===== src/rtl/mem_access_unit_if.sv =====
// Data-memory request bus between the MEM-stage access unit (master) and data memory (slave).
interface mem_access_unit_if;
    logic        dmem_req;
    logic        dmem_we;
    logic [31:0] dmem_addr;
    logic [31:0] dmem_wdata;
    logic [3:0]  dmem_be;
    logic [31:0] dmem_rdata;
    logic        dmem_ack;

    modport master (
        output dmem_req, dmem_we, dmem_addr, dmem_wdata, dmem_be,
        input  dmem_rdata, dmem_ack
    );

    modport slave (
        input  dmem_req, dmem_we, dmem_addr, dmem_wdata, dmem_be,
        output dmem_rdata, dmem_ack
    );
endinterface


===== src/rtl/mem_access_unit.sv =====
// MEM-stage load/store unit: lane steering, extension, stall generation and bus timeout.
//   state  | meaning
//   S_IDLE | evaluate EX/MEM; issue aligned request or pass through
//   S_WAIT | request held on bus until ack or timeout
//   S_DONE | one cycle presenting captured load data to MEM/WB
module mem_access_unit #(
    parameter int unsigned TIMEOUT = 255
) (
    input  logic        clk,
    input  logic        reset,
    input  logic [31:0] ALUOut_in,
    input  logic [31:0] StoreData_in,
    input  logic        MemRead_in,
    input  logic        MemWrite_in,
    input  logic [1:0]  MemSize_in,
    input  logic        LoadSigned_in,
    input  logic        RegWrite_in,
    input  logic [4:0]  RegWriteAddr_in,
    input  logic [4:0]  Rd_in,
    input  logic [1:0]  RegDst_in,
    input  logic [1:0]  MemToReg_in,
    output logic [31:0] ALUOut_out,
    output logic [31:0] MemReadData_out,
    output logic        RegWrite_out,
    output logic [4:0]  RegWriteAddr_out,
    output logic [4:0]  Rd_out,
    output logic [1:0]  RegDst_out,
    output logic [1:0]  MemToReg_out,
    mem_access_unit_if.master dmem,
    output logic        mem_stall,
    output logic        misalign_exc,
    output logic        bus_err
);

    typedef enum logic [1:0] {S_IDLE, S_WAIT, S_DONE} state_t;

    localparam logic [7:0] L_TIMEOUT = 8'(TIMEOUT);

    state_t      r_state;
    state_t      w_next_state;
    logic [7:0]  r_cnt;
    logic [31:0] r_rdata;
    logic        r_err;

    logic        w_mem_op;
    logic        w_misalign;
    logic        w_timeout;
    logic [1:0]  w_off;
    logic [7:0]  w_byte;
    logic [15:0] w_half;
    logic [31:0] w_load_data;

    assign w_mem_op  = MemRead_in | MemWrite_in;
    assign w_off     = ALUOut_in[1:0];
    assign w_timeout = (r_cnt == L_TIMEOUT);
    assign w_misalign = w_mem_op &
                        (((MemSize_in == 2'b01) & w_off[0]) |
                         (MemSize_in[1] & (w_off != 2'b00)));

    always_comb begin
        w_byte = dmem.dmem_rdata[7:0];
        case (w_off)
            2'd1:    w_byte = dmem.dmem_rdata[15:8];
            2'd2:    w_byte = dmem.dmem_rdata[23:16];
            2'd3:    w_byte = dmem.dmem_rdata[31:24];
            default: w_byte = dmem.dmem_rdata[7:0];
        endcase
        w_half = w_off[1] ? dmem.dmem_rdata[31:16] : dmem.dmem_rdata[15:0];
        case (MemSize_in)
            2'b00:   w_load_data = {{24{LoadSigned_in & w_byte[7]}}, w_byte};
            2'b01:   w_load_data = {{16{LoadSigned_in & w_half[15]}}, w_half};
            default: w_load_data = dmem.dmem_rdata;
        endcase
    end

    // Bus fields come straight from the frozen EX/MEM inputs, so they hold from request to ack.
    always_comb begin
        dmem.dmem_addr = {ALUOut_in[31:2], 2'b00};
        dmem.dmem_we   = MemWrite_in;
        case (MemSize_in)
            2'b00: begin
                dmem.dmem_be    = 4'b0001 << w_off;
                dmem.dmem_wdata = {4{StoreData_in[7:0]}};
            end
            2'b01: begin
                dmem.dmem_be    = w_off[1] ? 4'b1100 : 4'b0011;
                dmem.dmem_wdata = {2{StoreData_in[15:0]}};
            end
            default: begin
                dmem.dmem_be    = 4'b1111;
                dmem.dmem_wdata = StoreData_in;
            end
        endcase
    end

    always_ff @(posedge clk or negedge reset) begin
        if (!reset) r_state <= S_IDLE;
        else        r_state <= w_next_state;
    end

    always_comb begin
        w_next_state = r_state;
        case (r_state)
            S_IDLE:  if (w_mem_op && !w_misalign) w_next_state = S_WAIT;
            S_WAIT:  if (dmem.dmem_ack || w_timeout) w_next_state = S_DONE;
            S_DONE:  w_next_state = S_IDLE;
            default: w_next_state = S_IDLE;
        endcase
    end

    always_ff @(posedge clk or negedge reset) begin
        if (!reset) begin
            r_cnt   <= '0;
            r_rdata <= '0;
            r_err   <= 1'b0;
        end else begin
            case (r_state)
                S_IDLE: begin
                    r_cnt <= '0;
                    r_err <= 1'b0;
                end
                S_WAIT: begin
                    if (dmem.dmem_ack) begin
                        r_rdata <= w_load_data;
                    end else if (w_timeout) begin
                        r_rdata <= '0;
                        r_err   <= 1'b1;
                    end else begin
                        r_cnt <= r_cnt + 8'd1;
                    end
                end
                default: ;
            endcase
        end
    end

    always_comb begin
        ALUOut_out       = ALUOut_in;
        RegWriteAddr_out = RegWriteAddr_in;
        Rd_out           = Rd_in;
        RegDst_out       = RegDst_in;
        MemToReg_out     = MemToReg_in;
        RegWrite_out     = RegWrite_in;
        MemReadData_out  = '0;
        dmem.dmem_req    = 1'b0;
        mem_stall        = 1'b0;
        misalign_exc     = 1'b0;
        bus_err          = 1'b0;
        case (r_state)
            S_IDLE: begin
                if (w_mem_op) begin
                    RegWrite_out = 1'b0;
                    if (w_misalign) begin
                        misalign_exc = 1'b1;
                    end else begin
                        dmem.dmem_req = 1'b1;
                        mem_stall     = 1'b1;
                    end
                end
            end
            S_WAIT: begin
                RegWrite_out  = 1'b0;
                dmem.dmem_req = 1'b1;
                mem_stall     = 1'b1;
                bus_err       = w_timeout & ~dmem.dmem_ack;
            end
            S_DONE: begin
                MemReadData_out = r_rdata;
                RegWrite_out    = RegWrite_in & ~MemWrite_in & ~r_err;
            end
            default: ;
        endcase
        // Reset drops the request and stall at once, even while the state is mid-access.
        if (!reset) begin
            dmem.dmem_req = 1'b0;
            mem_stall     = 1'b0;
            misalign_exc  = 1'b0;
            bus_err       = 1'b0;
        end
    end

endmodule


===== src/flat_wrapper.sv =====
// flat-port wrapper written by rule: the top's interface ports become plain ports
module mem_access_unit_flat 
#(
    parameter int unsigned TIMEOUT = 255
)
  (clk, reset, ALUOut_in, StoreData_in, MemRead_in, MemWrite_in, MemSize_in, LoadSigned_in, RegWrite_in, RegWriteAddr_in, Rd_in, RegDst_in, MemToReg_in, ALUOut_out, MemReadData_out, RegWrite_out, RegWriteAddr_out, Rd_out, RegDst_out, MemToReg_out, mem_stall, misalign_exc, bus_err, dmem_dmem_req, dmem_dmem_we, dmem_dmem_addr, dmem_dmem_wdata, dmem_dmem_be, dmem_dmem_rdata, dmem_dmem_ack);
  mem_access_unit_if dmem_i ();
  input  logic clk;
  input  logic reset;
  input  logic [31:0] ALUOut_in;
  input  logic [31:0] StoreData_in;
  input  logic MemRead_in;
  input  logic MemWrite_in;
  input  logic [1:0] MemSize_in;
  input  logic LoadSigned_in;
  input  logic RegWrite_in;
  input  logic [4:0] RegWriteAddr_in;
  input  logic [4:0] Rd_in;
  input  logic [1:0] RegDst_in;
  input  logic [1:0] MemToReg_in;
  output logic [31:0] ALUOut_out;
  output logic [31:0] MemReadData_out;
  output logic RegWrite_out;
  output logic [4:0] RegWriteAddr_out;
  output logic [4:0] Rd_out;
  output logic [1:0] RegDst_out;
  output logic [1:0] MemToReg_out;
  output logic mem_stall;
  output logic misalign_exc;
  output logic bus_err;
  output wire logic [$bits(dmem_i.dmem_req)-1:0] dmem_dmem_req;
  output wire logic [$bits(dmem_i.dmem_we)-1:0] dmem_dmem_we;
  output wire logic [$bits(dmem_i.dmem_addr)-1:0] dmem_dmem_addr;
  output wire logic [$bits(dmem_i.dmem_wdata)-1:0] dmem_dmem_wdata;
  output wire logic [$bits(dmem_i.dmem_be)-1:0] dmem_dmem_be;
  input wire logic [$bits(dmem_i.dmem_rdata)-1:0] dmem_dmem_rdata;
  input wire logic [$bits(dmem_i.dmem_ack)-1:0] dmem_dmem_ack;
  assign dmem_dmem_req = dmem_i.dmem_req;
  assign dmem_dmem_we = dmem_i.dmem_we;
  assign dmem_dmem_addr = dmem_i.dmem_addr;
  assign dmem_dmem_wdata = dmem_i.dmem_wdata;
  assign dmem_dmem_be = dmem_i.dmem_be;
  assign dmem_i.dmem_rdata = dmem_dmem_rdata;
  assign dmem_i.dmem_ack = dmem_dmem_ack;
  mem_access_unit #(.TIMEOUT(TIMEOUT)) u_core (.clk(clk), .reset(reset), .ALUOut_in(ALUOut_in), .StoreData_in(StoreData_in), .MemRead_in(MemRead_in), .MemWrite_in(MemWrite_in), .MemSize_in(MemSize_in), .LoadSigned_in(LoadSigned_in), .RegWrite_in(RegWrite_in), .RegWriteAddr_in(RegWriteAddr_in), .Rd_in(Rd_in), .RegDst_in(RegDst_in), .MemToReg_in(MemToReg_in), .ALUOut_out(ALUOut_out), .MemReadData_out(MemReadData_out), .RegWrite_out(RegWrite_out), .RegWriteAddr_out(RegWriteAddr_out), .Rd_out(Rd_out), .RegDst_out(RegDst_out), .MemToReg_out(MemToReg_out), .dmem(dmem_i), .mem_stall(mem_stall), .misalign_exc(misalign_exc), .bus_err(bus_err));
endmodule

===== config.mk =====
export PLATFORM = sky130hd
export DESIGN_NAME = mem_access_unit_flat
export DESIGN_NICKNAME = d
export VERILOG_FILES = /design/src/rtl/mem_access_unit_if.sv /design/src/rtl/mem_access_unit.sv /design/src/flat_wrapper.sv
export SDC_FILE = /design/constraint.sdc
export NUM_CORES = 1
export LEC_CHECK = 0
export ABC_AREA = 1
export BUFFER_PORTS_ARGS = -buffer_cell sky130_fd_sc_hd__buf_4
export CORE_AREA = 2 2 104 106
export DETAILED_ROUTE_END_ITERATION = 10
export DIE_AREA = 0 0 106 108
export PLACE_DENSITY = 0.81
export SLEW_MARGIN = 5
export SYNTH_ARGS = -nofsm -noshare
export SYNTH_HDL_FRONTEND = slang
export SYNTH_SLANG_ARGS = --single-unit

===== constraint.sdc =====
create_clock -name clk -period 3.9 [get_ports clk]
set_clock_uncertainty 0.15 [all_clocks]
set_input_delay 0.585 -clock clk [delete_from_list [all_inputs] [get_ports clk]]
set_output_delay 0.585 -clock clk [all_outputs]
set_load 0.01 [all_outputs]

# Word level (Yosys, flattened, before mapping)
# Index checks and enable logic that the tools add are counted.
# word_totals
regBits	43
out_inout_bits	152
# op_classes
n_addsub	1
eq_ne	12
n_shift	1
mux	30
bitwise_logic	13
n_reduce_logical	12
# op_table
operator	n
one-hot mux 32 bit (2 select lines)	2
2-to-1 mux 32 bit	3
one-hot mux 8 bit (3 select lines)	1
2-to-1 mux 16 bit	1
2-to-1 mux 8 bit	2
one-hot mux 8 bit (2 select lines)	1
2-to-1 mux 1 bit	12
adder 8 x 1 -> 8 bit (second input constant)	1
bitwise AND 1 bit	8
equality test 8 bit (second input constant)	1
one-hot mux 4 bit (2 select lines)	1
equality test 2 x 1 -> 1 bit (second input constant)	3
equality test 2 bit (second input constant)	3
inequality test 2 x 1 -> 1 bit (second input constant)	3
AND reduction 3 bit	2
nonzero test 2 bit	3
logical NOT 2 bit	2
2-to-1 mux 2 bit	2
2-to-1 mux 4 bit	1
inequality test 2 bit (second input constant)	2
one-hot mux 1 bit (2 select lines)	2
one-hot mux 2 bit (2 select lines)	1
AND reduction 2 bit	2
left shift 1 x 2 -> 4 bit (first input constant)	1
6 further kinds	9

# Logic depth before layout (Yosys ltp)
# depth
depth_word	8
depth_mapped	10
ltp_nobuf	9

# Least setup slack after synthesis
# No wires, ideal clock.
# synth_path
kind	input to output
start	input port MemSize_in[1]
end	output port mem_stall
arrival_ps	1622
path_slack_ps	1543
cell_stages	7
n_path_buf	2
cell_sequence	buf_6 nor2_8 inv_1 o211ai_1 nand4_1 a21oi_1 buf_4
# synth_between
elab_chain_len	8
# synth_rtl
element	line_no	source
start: declaration	flat_wrapper.sv:14	input logic [1:0] MemSize_in;
equality test 2 x 1 -> 1 bit	mem_access_unit.sv:57	(((MemSize_in == 2'b01) & w_off[0]) |
bitwise AND 1 bit	mem_access_unit.sv:57	
OR 1 bit (*)	mem_access_unit.sv:57	
bitwise AND 1 bit (*)	mem_access_unit.sv:56	assign w_misalign = w_mem_op &
2-to-1 mux 1 bit (*) (2 in series)	-	
one-hot mux 1 bit (2 select lines) (*)	-	
2-to-1 mux 1 bit (*)	-	
end: declaration	flat_wrapper.sv:28	output logic mem_stall;
# Mark *: on every way between the ends. The rest lies on a longest branch, timed or not.

# Final worst setup path
# layout_path
start	input port MemSize_in[1]
end	output port dmem_dmem_req
# layout_between
elab_chain_len	8
# layout_rtl
element	line_no	source
equality test 2 x 1 -> 1 bit	mem_access_unit.sv:57	
bitwise AND 1 bit	mem_access_unit.sv:57	
OR 1 bit (*)	mem_access_unit.sv:57	
bitwise AND 1 bit (*)	mem_access_unit.sv:56	
2-to-1 mux 1 bit (*)	mem_access_unit.sv:153	if (w_misalign) begin
2-to-1 mux 1 bit (*)	mem_access_unit.sv:151	if (w_mem_op) begin
one-hot mux 1 bit (2 select lines) (*)	mem_access_unit.sv:149	case (r_state)
2-to-1 mux 1 bit (*)	mem_access_unit.sv:174	if (!reset) begin
end: declaration	flat_wrapper.sv:31	output wire logic [$bits(dmem_i.dmem_req)-1:0] dmem_dmem_req;
# Marked as above.

==> flow_results.xml <==
<?xml version="1.0" encoding="UTF-8"?>
<metrics>
  <group name="outcome">
    <metric name="outcome" unit="">complete, no violations</metric>
  </group>
  <group name="die">
    <metric name="die_w" unit="um">106</metric>
    <metric name="core_area" unit="mm2">0.0102</metric>
    <metric name="floorplan.die_area" unit="mm2">0.0114</metric>
    <metric name="row_count" unit="">37</metric>
    <metric name="floorplan.die.height" unit="um">108</metric>
    <metric name="floorplan.io_pins" unit="">271</metric>
    <metric name="floorplan.initialDensity" unit="">0.369</metric>
  </group>
  <group name="cells_and_area">
    <metric name="most-common-layout-cells" unit="">sky130_fd_sc_hd__nand2_1, sky130_fd_sc_hd__buf_4, sky130_fd_sc_hd__inv_1, sky130_fd_sc_hd__nor2_1, sky130_fd_sc_hd__dfrtp_1</metric>
    <metric name="final_layout_size_suffix_gt1_frac" unit="">0.275</metric>
    <metric name="finalNetCount" unit="">776</metric>
    <metric name="num_antenna_cells" unit="">0</metric>
    <metric name="fillCellCount" unit="">1092</metric>
    <metric name="area_growth" unit="%">17.8</metric>
    <metric name="final_common_cell" unit="">sky130_fd_sc_hd__nand2_1</metric>
  </group>
  <group name="detailed_routing">
    <metric name="antenna_left" unit="">0</metric>
    <metric name="post-route-drc-count" unit="">0</metric>
    <metric name="initialDrtViolationCount" unit="">204</metric>
    <metric name="drt_wl_total" unit="mm">11.3</metric>
    <metric name="num_vias" unit="">3706</metric>
    <metric name="post_drt_wl_per_cell" unit="um">14.2</metric>
    <metric name="detail_route.vias_per_cell" unit="">4.67</metric>
    <metric name="drt_first_pass_iters" unit="">4</metric>
  </group>
  <group name="logic_synthesis">
    <metric name="synth-async-reset-ratio" unit="">1.00</metric>
    <metric name="postSynthAreaPerCell" unit="um2">6.30</metric>
    <metric name="synth_top_family_by_area" unit="">simple AND/OR/NAND/NOR gates</metric>
    <metric name="syn_area" unit="mm2">0.00378</metric>
    <metric name="post_synth_fa_ha_maj_area_fraction" unit="">0.00331</metric>
    <metric name="ys_seq_area_frac" unit="">0.285</metric>
    <metric name="ys_ff_latch" unit="">43</metric>
    <metric name="yosysWarnings" unit="">0</metric>
    <metric name="synth_top_area_frac" unit="">0.285</metric>
    <metric name="synth-compound-area-share" unit="">0.0652</metric>
    <metric name="simple_logic_cell_fraction_of_the_synthesized_area" unit="">0.365</metric>
    <metric name="post_synth_xor_area_fraction" unit="">0.00463</metric>
    <metric name="synthMuxAreaShare" unit="">0</metric>
    <metric name="post_synth_num_cell_types" unit="">35</metric>
    <metric name="dominantRegCellSynth" unit="">sky130_fd_sc_hd__dfrtp_1</metric>
    <metric name="netlist_top_cells_area" unit="">sky130_fd_sc_hd__dfrtp_1, sky130_fd_sc_hd__nand2_1, sky130_fd_sc_hd__buf_4</metric>
    <metric name="synth_edf_count" unit="">0</metric>
    <metric name="postSynthCellCount" unit="">600</metric>
    <metric name="synthDominantAreaCellType" unit="">sky130_fd_sc_hd__dfrtp_1</metric>
  </group>
  <group name="worst_setup_path">
    <metric name="cp_slowest_stage_delay" unit="ps">270</metric>
    <metric name="critical_path_cell_list" unit="">buf_4 &gt; nor2_8 &gt; inv_1 &gt; o211ai_1 &gt; nand4_1 &gt; a21oi_1 &gt; buf_4</metric>
    <metric name="r2r_slack" unit="ps">1630</metric>
    <metric name="critical_path.endpoint_type" unit="">output port</metric>
    <metric name="critical_path.startpoint_type" unit="">input pin</metric>
    <metric name="cp.required" unit="ps">3160</metric>
    <metric name="timing_worst_setup_path_type" unit="">input pin to output port</metric>
    <metric name="critical_path.slowest_cell" unit="">sky130_fd_sc_hd__nor2_8</metric>
    <metric name="crit_path_frequent_cell" unit="">sky130_fd_sc_hd__buf_4</metric>
    <metric name="crit_arrival" unit="ps">1970</metric>
    <metric name="worst-path-max-fanout" unit="">28</metric>
    <metric name="reg2reg_depth" unit="">8</metric>
  </group>
  <group name="sta">
    <metric name="sum_of_negative_setup_slack" unit="ps">0</metric>
    <metric name="slew_headroom" unit="">0.278</metric>
    <metric name="grt_setup_unrepaired" unit="">false</metric>
    <metric name="setup-violations-final" unit="">0</metric>
    <metric name="final.min_clock_period" unit="ps">2700</metric>
    <metric name="number_of_failing_hold_endpoints_at_the_final_stage" unit="">0</metric>
    <metric name="maxClockFrequency" unit="MHz">370</metric>
    <metric name="layout_worst_path_cycle_share" unit="">0.693</metric>
    <metric name="transition_time_at_the_pin_with_the_least_slew_margin" unit="ps">1080</metric>
    <metric name="final-max-slew-violation-count" unit="">0</metric>
    <metric name="setup_ws" unit="ps">1200</metric>
  </group>
  <group name="power">
    <metric name="leakagePower" unit="nW">2.56</metric>
    <metric name="ir_drop" unit="V">0.000164</metric>
    <metric name="pwr_density_cell" unit="mW/mm2">386</metric>
  </group>
  <group name="global_route">
    <metric name="first_global_vias" unit="">3395</metric>
    <metric name="grt_util_all_layers" unit="">0.193</metric>
    <metric name="pin_count_of_the_biggest_net_entering_global_routing" unit="">46</metric>
    <metric name="antenna_found_initial" unit="">0</metric>
    <metric name="grt_pass1_wl" unit="mm">17.2</metric>
    <metric name="grt_overflow" unit="">0</metric>
  </group>
  <group name="clocking">
    <metric name="insertion_delay" unit="ps">300</metric>
    <metric name="tritoncts" unit="">done</metric>
    <metric name="cts_setup_buffers" unit="">0</metric>
    <metric name="htree_levels" unit="">2</metric>
    <metric name="cts_inserted_buffers" unit="">5</metric>
    <metric name="ctsResizeCount" unit="">0</metric>
    <metric name="cts-hold-fix-buffers" unit="">0</metric>
    <metric name="clockBufferDepth" unit="">2</metric>
    <metric name="clock-root-buffer" unit="">sky130_fd_sc_hd__clkbuf_8</metric>
    <metric name="clock_edge_transition_at_the_registers_on_the_reported_setup_and_hold_paths" unit="ps">90</metric>
    <metric name="cts.sink_count" unit="">43</metric>
  </group>
  <group name="placement">
    <metric name="place.port_buffers" unit="">150</metric>
    <metric name="routability_driven_placement_congestion_ratio" unit="">0.876</metric>
    <metric name="dp_worst_setup_slack" unit="ps">1180</metric>
    <metric name="place.detailed.hpwl" unit="mm">9.11</metric>
  </group>
  <group name="worst_hold_path">
    <metric name="hold_class" unit="">input pin to asynchronous set/reset pin</metric>
  </group>
  <group name="flow_run">
    <metric name="maxCapViolations" unit="">0</metric>
  </group>
</metrics>
final cells by class:
type | instances | area, um2 | area share
inverters | 79 | 297 | 0.0666
clock inverters | 1 | 7.51 | 0.00169
multi-input cells | 375 | 1670 | 0.374
well taps | 136 | 170 | 0.0382
clock buffers | 7 | 96.3 | 0.0216
repair buffers | 152 | 1140 | 0.256
flip-flops and latches | 43 | 1080 | 0.242
cell usage after synthesis (2+ instances only):
library cell	count
sky130_fd_sc_hd__o211ai_1	6
sky130_fd_sc_hd__nand2_2	4
sky130_fd_sc_hd__buf_6	2
sky130_fd_sc_hd__a21oi_1	9
sky130_fd_sc_hd__o21ai_2	2
sky130_fd_sc_hd__nor2_1	58
sky130_fd_sc_hd__buf_2	5
sky130_fd_sc_hd__nor2_4	2
sky130_fd_sc_hd__nand3_4	2
sky130_fd_sc_hd__nand2_1	213
sky130_fd_sc_hd__dfrtp_1	43
sky130_fd_sc_hd__inv_1	72
sky130_fd_sc_hd__nor3_1	4
sky130_fd_sc_hd__buf_4	89
sky130_fd_sc_hd__o22ai_1	7
sky130_fd_sc_hd__buf_1	4
sky130_fd_sc_hd__o21ai_0	13
sky130_fd_sc_hd__inv_2	6
sky130_fd_sc_hd__nand4_1	2
sky130_fd_sc_hd__nand3_1	39
sky130_fd_sc_hd__clkbuf_1	4
layer usage:
metal | global-route usage | share of wire | up-vias
met4 | 0.0564 | 0.020 | 0
met3 | 0.0549 | 0.086 | 29
met5 | 0 | 0 | -
met2 | 0.345 | 0.51 | 169
met1 | 0.227 | 0.39 | 1659
li1 | - | - | 1849
final timing paths:
check	from	end
setup reg to reg	u_core.r_cnt[0]	u_core.r_rdata[7]
hold reg to reg	u_core.r_rdata[12]	u_core.r_rdata[12]
setup / recovery	MemSize_in[1]	dmem_dmem_req
max in group asynchronous	reset	u_core.r_rdata[3]
hold / removal	reset	u_core.r_cnt[7]
min in group clk	u_core.r_rdata[12]	u_core.r_rdata[12]
per-stage QoR:
stage | hold WS, ps | util | area (um2) | std cells | power [mW]
finish | 123 | 0.435 | 4450 | 793 | 1.72
global route | 172 | 0.435 | 4450 | 793 | 1.86
CTS | 149 | 0.435 | 4450 | 793 | 1.73
detailed placement | 316 | 0.425 | 4350 | 785 | 1.41
global placement | 308 | 0.425 | 4350 | 785 | 1.39
floorplan | 139 | - | 3780 | 601 | 1.20
cells by family after synthesis:
logic type	after synthesis
and+or+nand+nor	329
buffers and inverters	183
DFF	43
AOI/OAI and AO/OA	41
xor gates and xnor gates	2
adders and majority gates	1
other	1
critical path: cells and delay by family:
kind                   cells  cell delay [ps]
AO/OA/AOI/OAI              2              440
buffers and inverters      3              490
AND/OR/NAND/NOR            2              450
power breakdown:
part / switching (mW) / total, mW / leakage [nW] / internal (mW)
Sequential: 0.0856 / 0.687 / 0.555 / 0.601
Combinational: 0.421 / 0.709 / 1.96 / 0.287
Clock: 0.161 / 0.323 / 0.0505 / 0.161
registers in the layout, summed over array words and instances, names as in the netlist:
name,cells
u_core.r_rdata,32
u_core.r_state,2
u_core.r_cnt,8
u_core.r_err,1
No activity file was read; power rests on OpenSTA's default activity.
